**src/rtl/prefetch_pkg.sv**
```systemverilog
// Shared widths, reset fetch address and the queued fetch entry type for the prefetch stage.
package prefetch_pkg;

   localparam int INST_W = 32;
   localparam int ADDR_W = 32;
   localparam logic [ADDR_W-1:0] RESET_PC_DEFAULT = 32'h0000_0000;
   localparam logic [INST_W-1:0] NOP = 32'h0000_0000;

   typedef struct packed {
      logic [ADDR_W-1:0] pc;
      logic [INST_W-1:0] inst;
   } fetch_entry_t;

endpackage

```
**src/rtl/prefetch_fifo.sv**
```systemverilog
// Small power-of-two FIFO with synchronous active-low clear and a flush input;
// the head entry is always visible on rd_data.
module prefetch_fifo #(
   parameter int unsigned DEPTH = 4,
   parameter int unsigned WIDTH = 32
) (
   input  logic                     clk,
   input  logic                     rst,
   input  logic                     flush,
   input  logic                     push,
   input  logic [WIDTH-1:0]         wr_data,
   input  logic                     pop,
   output logic [WIDTH-1:0]         rd_data,
   output logic [$clog2(DEPTH):0]   count
);

   localparam int PTR_W = $clog2(DEPTH);
   localparam int CNT_W = PTR_W + 1;
   localparam logic [PTR_W-1:0] PTR_ONE = PTR_W'(1);

   logic [WIDTH-1:0] mem [DEPTH];
   logic [PTR_W-1:0] rd_ptr;
   logic [PTR_W-1:0] wr_ptr;

   always_ff @(posedge clk) begin
      if (!rst || flush) begin
         rd_ptr <= '0;
         wr_ptr <= '0;
         count  <= '0;
      end else begin
         if (push) wr_ptr <= wr_ptr + PTR_ONE;
         if (pop)  rd_ptr <= rd_ptr + PTR_ONE;
         count <= count + CNT_W'(push) - CNT_W'(pop);
      end
   end

   // Storage needs no reset; only slots behind the write pointer are ever read.
   always_ff @(posedge clk) begin
      if (rst && !flush && push) mem[wr_ptr] <= wr_data;
   end

   assign rd_data = mem[rd_ptr];

endmodule

```
**src/rtl/prefetch_buffer.sv**
```systemverilog
// Instruction prefetch stage: credit-limited sequential fetch, in-order response queue,
// redirect flush with stale-response discard. Optional PREFETCH_BYPASS_EN forwards responses straight to decode.
module prefetch_buffer
   import prefetch_pkg::*;
#(
   parameter int unsigned       DEPTH    = 4,
   parameter logic [ADDR_W-1:0] RESET_PC = RESET_PC_DEFAULT
) (
   input  logic              clk,
   input  logic              rst,
   input  logic              redirect,
   input  logic [ADDR_W-1:0] redirect_pc,
   output logic              imem_req_valid,
   input  logic              imem_req_ready,
   output logic [ADDR_W-1:0] imem_req_addr,
   input  logic              imem_resp_valid,
   input  logic [INST_W-1:0] imem_resp_data,
   output logic              inst_valid,
   input  logic              inst_ready,
   output logic [INST_W-1:0] inst,
   output logic [ADDR_W-1:0] inst_pc
);

   localparam int CNT_W = $clog2(DEPTH) + 1;
   localparam int ENTRY_W = $bits(fetch_entry_t);
   localparam logic [CNT_W:0]   FULL_LEVEL = (CNT_W + 1)'(DEPTH);
   localparam logic [CNT_W-1:0] CNT_ONE = CNT_W'(1);

   logic [ADDR_W-1:0] fetch_pc;
   logic [ADDR_W-1:0] redirect_aligned;
   logic [ADDR_W-1:0] pc_head;
   logic [CNT_W-1:0]  outstanding;
   logic [CNT_W-1:0]  discard;
   logic [CNT_W-1:0]  q_count;
   logic [CNT_W-1:0]  pc_count;
   logic [CNT_W:0]    credit_used;
   fetch_entry_t      q_head;
   fetch_entry_t      push_entry;
   fetch_entry_t      shown;
   fetch_entry_t      last_shown;
   logic              req_fire;
   logic              resp_live;
   logic              q_empty;
   logic              q_push;
   logic              q_pop;
   logic              pc_pop;
   logic              bypass_hit;
   logic              bypass_take;

   assign redirect_aligned = redirect_pc & ~ADDR_W'(3);
   assign credit_used      = {1'b0, q_count} + {1'b0, outstanding};
   assign q_empty          = (q_count == '0);

   // Queued entries plus in-flight requests never exceed DEPTH, so the queue cannot overflow.
   assign imem_req_valid = rst && !redirect && (credit_used < FULL_LEVEL);
   assign imem_req_addr  = fetch_pc;
   assign req_fire       = imem_req_valid && imem_req_ready;

   assign resp_live  = imem_resp_valid && !redirect && (discard == '0);
   assign push_entry = '{pc: pc_head, inst: imem_resp_data};
   assign pc_pop     = resp_live && (pc_count != '0);

`ifdef PREFETCH_BYPASS_EN
   assign bypass_hit = resp_live && q_empty;
`else
   assign bypass_hit = 1'b0;
`endif
   assign bypass_take = bypass_hit && inst_ready;
   assign q_push      = resp_live && !bypass_take;

   assign inst_valid = rst && !redirect && (!q_empty || bypass_hit);
   assign q_pop      = inst_valid && inst_ready && !q_empty;

   // An empty queue keeps presenting whatever decode saw last.
   assign shown   = bypass_hit ? push_entry : (!q_empty ? q_head : last_shown);
   assign inst    = rst ? shown.inst : '0;
   assign inst_pc = rst ? shown.pc : '0;

   always_ff @(posedge clk) begin
      if (!rst) begin
         fetch_pc    <= RESET_PC;
         outstanding <= '0;
         discard     <= '0;
         last_shown  <= '{pc: '0, inst: NOP};
      end else begin
         last_shown <= shown;
         if (redirect) begin
            fetch_pc    <= redirect_aligned;
            outstanding <= outstanding - CNT_W'(imem_resp_valid);
            discard     <= outstanding - CNT_W'(imem_resp_valid);
         end else begin
            if (req_fire) fetch_pc <= fetch_pc + 32'd4;
            outstanding <= outstanding + CNT_W'(req_fire) - CNT_W'(imem_resp_valid);
            if (imem_resp_valid && (discard != '0)) discard <= discard - CNT_ONE;
         end
      end
   end

   prefetch_fifo #(
      .DEPTH (DEPTH),
      .WIDTH (ENTRY_W)
   ) u_entry_q (
      .clk     (clk),
      .rst     (rst),
      .flush   (redirect),
      .push    (q_push),
      .wr_data (push_entry),
      .pop     (q_pop),
      .rd_data (q_head),
      .count   (q_count)
   );

   // Addresses of live (non-discarded) requests, matched to responses in order.
   prefetch_fifo #(
      .DEPTH (DEPTH),
      .WIDTH (ADDR_W)
   ) u_pc_q (
      .clk     (clk),
      .rst     (rst),
      .flush   (redirect),
      .push    (req_fire),
      .wr_data (fetch_pc),
      .pop     (pc_pop),
      .rd_data (pc_head),
      .count   (pc_count)
   );

endmodule

```
**config.mk**
```make
export PLATFORM = sky130hd
export DESIGN_NAME = prefetch_buffer
export DESIGN_NICKNAME = d
export VERILOG_FILES = /design/src/rtl/prefetch_pkg.sv /design/src/rtl/prefetch_fifo.sv /design/src/rtl/prefetch_buffer.sv
export SDC_FILE = /design/constraint.sdc
export NUM_CORES = 1
export LEC_CHECK = 0
export CORE_MARGIN = 2
export CORE_UTILIZATION = 57
export CTS_CLUSTER_DIAMETER = 30
export DETAILED_ROUTE_END_ITERATION = 6
export PLACE_DENSITY = 0.79
export SLEW_MARGIN = 10
export SYNTH_ARGS = -nofsm -noshare
export SYNTH_HDL_FRONTEND = slang
export SYNTH_SLANG_ARGS = --single-unit
```
**constraint.sdc**
```tcl
create_clock -name clk -period 4.2 [get_ports clk]
set_input_delay 1.05 -clock clk [delete_from_list [all_inputs] [get_ports clk]]
set_output_delay 1.05 -clock clk [all_outputs]
set_load 0.01 [all_outputs]
```
==> results.md <==
Timing:
- The final hold violation count is 0.
- The measured slew at the worst slew-check pin is 0.8909 ns.
- The maximum clock skew at final layout is about 0.041 ns.
- The slack of the critical path is around 0.15 ns.
- In the finished design, the share of the clock period the worst path needs comes to around 97%.
- Timing would allow up to roughly 0.25 GHz.
- The total negative setup slack is 0 ns.
- Setup violations remaining at the end of the flow were counted as 0.
- Setup repair after global routing left no endpoint under its margin.
- The final-report max-slew violation count is 0.
- Headroom to the max-slew limit came out at between 40% and 50%.
- The clock period minus worst slack is ~4.1 ns.

Layout:
- The net count of the finished layout is roughly 1500.
- Compared with the post-synthesis result, the final layout area differs by 30.54%.
- Leaving out fill and tap cells, the most frequent cell in the layout is edfxtp_1.
- The multi-input combinational cells in the finished layout cover a total of ~5100 sq um.
- The library cells used most frequently in the layout, excluding fill and tap cells, are 368 x edfxtp_1, 168 x nand2_1, 163 x clkdlybuf4s50_1.
- The core occupancy in the finished layout is about three quarters.
- In the final layout, flip-flops and latches occupy 13420 sq um.
- After filler insertion, the fill cell instance count of the layout stands at roughly 1700.
- The post-route netlist has around 21% of its cells at a drive strength greater than 1.
- The antenna diode count is 0.
- With fillers left out, the area of the finished cells amounts to between 20000 and 25000 sq um.

Worst setup path:
- The worst setup path is launched from a flop.
- Traced cell by cell, the critical path runs through or3_2 > buf_4 > nand2_1 > a21oi_1 > clkdlybuf4s50_1.
- At the worst endpoint, the arrival time is around 3 ns.
- The cell type of the slowest stage on the worst timing path is or3_2.
- The data required time at the worst endpoint is 3.15 ns.
- The largest fanout on the critical path is 24.
- The nature of the critical path endpoint is a primary output.
- For the worst flop-to-flop path, the logic depth is 11.
- The worst setup path is of the reg -> out kind.
- Together, buffers and inverters on the worst path number 2.
- The critical path runs through a total of 5 cells.
- Among cell families on the critical path, the largest total delay comes from buffers and inverters.
- The largest stage delay on the critical path is 0.67 ns.

GRT:
- The via count of the first global-routing pass came to between 10000 and 15000.
- The total global routing track utilization is a little over a quarter.
- The first global-routing pass estimated 70.36 mm of wire.
- The pin count of the biggest net entering global routing is between 60 and 70.
- The initial antenna violation count was 0.
- Global routing finished with a remaining overflow of 0.

Clock tree:
- TritonCTS built the clock tree.
- In this run, CTS created clock tree buffers numbering 93.
- The library cell used as clock root buffer is clkbuf_16.
- In this run the number of H-tree levels came out at 3.
- The deepest clock path buffer count is 3.
- The number of hold buffers added after CTS was 0.
- Clock latency on the worst-skew pair, taken at its later pin, is between 0.6 and 0.7 ns.
- After clock tree synthesis, the clock-pin slew on the worst setup and hold paths is approximately 0.05 ns.
- The number of sinks driven by the clock tree is around 500.
- Post-CTS timing repair inserted 0 buffers for setup.
- Gates resized during post-CTS repair numbered 0.

Floorplanning:
- Once the floorplan was initialized, standard cells occupied between 50 and 60% of the core.
- In this run the horizontal extent of the chip is 186.2 microns.
- During I/O placement, the number of pins put on the boundary was roughly 170.
- The floorplan has 66 rows.
- The die covers 34660 sq um.
- The height of the die is 186.2 microns.
- The total area inside the core boundary comes to approximately 33000 sq um.

Status:
- The flow ran to the end, and the final reports show no timing, DRC or antenna violations.

Synthesis:
- The flip-flop and latch count after synthesis is about 490.
- The post-synthesis async set-or-reset flop share is 0%.
- The number of warnings issued by yosys is 0.
- In this run, distinct cell masters in the synthesized netlist total 62.
- The predominant post-synthesis flop cell is edfxtp_1.
- The number of flops mapped to enable cells by yosys is 368.
- Sequential cells were found to cover 70.91% of the synthesized design area.
- After technology mapping, the gate count stands at roughly 1200.
- The synthesized area per cell is approximately 16 sq um.
- The mapped netlist covers 18910 sq um.

Routing:
- The count of nets left with antenna violations once routing finished came out at 0.
- The count of TritonRoute iterations in the first routing pass is 5.
- The DRC violations left is 0.
- For this block, the initial DRC count from the detailed router was between 1000 and 1500.
- After detailed routing, the number of vias per cell comes to a little over 6.
- The total number of vias is 11868.
- In the final routed layout, each cell accounts on average for ~23 microns.
- The total wire length after detailed routing is between 40 and 50 mm.

Flow run:
- Max-cap violations in this run came to 0.

Placement:
- The worst slack at placement is 0.3205 ns.
- The weighted congestion reported at the end of routability-driven placement is approximately 0.86.
- Buffers placed on the I/O ports in this run total 163.
- The estimated wirelength of the detail-placed design is around 25 mm.
- In this run the cell area measured after placement is approximately 21000 sq um.

Pwr:
- The power density over cell area is 556.2 nW/um^2.
- Power comes to 13.73 mW.
- In this run the static leakage power is between 8 and 9 nW.
- The worst supply voltage drop on vdd is roughly 0.36 mV.

Min path:
- Counting instances, the worst hold path has a depth of 2.
- The worst hold path class is reg -> reg.
-- cell type report --
class / count / share of cell area [%]
Tap cell: 442 / 2.240
Clock inverter: 73 / 3.912
Timing Repair Buffer: 205 / 8.493
Sequential cell: 486 / 54.36
Clock buffer: 103 / 9.826
Inverter: 23 / 0.3598
Multi-Input combinational cell: 630 / 20.81
-- worst paths after layout --
kind,from,endpoint,slack (ns)
worst max register to register,u_entry_q.count[1]$_SDFF_PP0_,outstanding[2]$_SDFF_PN0_,1.25
worst min register to register,last_shown[42]$_SDFF_PN0_,last_shown[42]$_SDFF_PN0_,0.46
worst max-delay path,u_entry_q.count[0]$_SDFF_PP0_,inst[16],0.15
worst min-delay path,last_shown[42]$_SDFF_PN0_,last_shown[42]$_SDFF_PN0_,0.46
-- worst min-delay path, cell delays in order (launching register included) --
cell and delay [ns]:
dfxtp_1 0.29, nand2_1 0.06, a21oi_1 0.05
-- where the power goes --
part | switching, mW | internal (mW)
logic | 0.310 | 0.264
clock network | 2.72 | 5.08
registers | 0.0887 | 5.27
total | 3.11 | 10.6
-- sequential cells by signal, indices dropped and copies added, names as in the netlist, 3 cells and up, named ones only --
| signal | cells |
|---|---|
| u_pc_q.mem | 120 |
| outstanding | 3 |
| u_entry_q.count | 3 |
| imem_req_addr | 30 |
| u_entry_q.mem | 248 |
| discard | 3 |
| u_pc_q.count | 3 |
| last_shown | 64 |
-- layer usage --
metal / part of all wire, % / up-vias / track usage (%)
li1: - / 5143 / -
met1: 38 / 5964 / 34.51
met2: 51 / 662 / 46.72
met3: 8.4 / 99 / 5.802
met4: 2.4 / 0 / 9.921
met5: 0 / - / 0
-- metrics by stage --
stage,hold slack [ns],std cells
2_1_floorplan,0.4404,1207
3_3_place_gp,0.4464,1786
3_5_place_dp,0.4539,1786
4_1_cts,0.4594,1962
5_1_grt,0.4723,1962
6_report,0.4551,1962
-- synth_stat cells, drive strengths merged, types with 6 or more instances --
cell    instances  share of area (%)
ha             21                1.4
clkbuf         45               0.89
xnor2          11               0.51
a31oi          15               0.50
o21ai          13               0.34
nor3            8               0.27
or3             6               0.21
nand4          17               0.71
a21oi         150                4.0
edfxtp        368                 58
buf            23               0.65
and2            9               0.30
mux4           92                 11
inv            23               0.46
nor2           32               0.64
dfxtp         118                 12
nand2         169                3.4
and3           17               0.56
nand3           7               0.25
-- cells by family after synthesis --
kind of cell    after synthesis  share of synthesized area (%)
flops                       486                          70.91
simple gates                282                          7.091
compound gates              207                          6.165
mux                         100                          11.41
buf+inv                      91                          1.998
fa+ha+maj                    24                          1.707
xor+xnor                     15                         0.6946
other cells                   1                        0.01983
(Power assumes the default switching activity.)
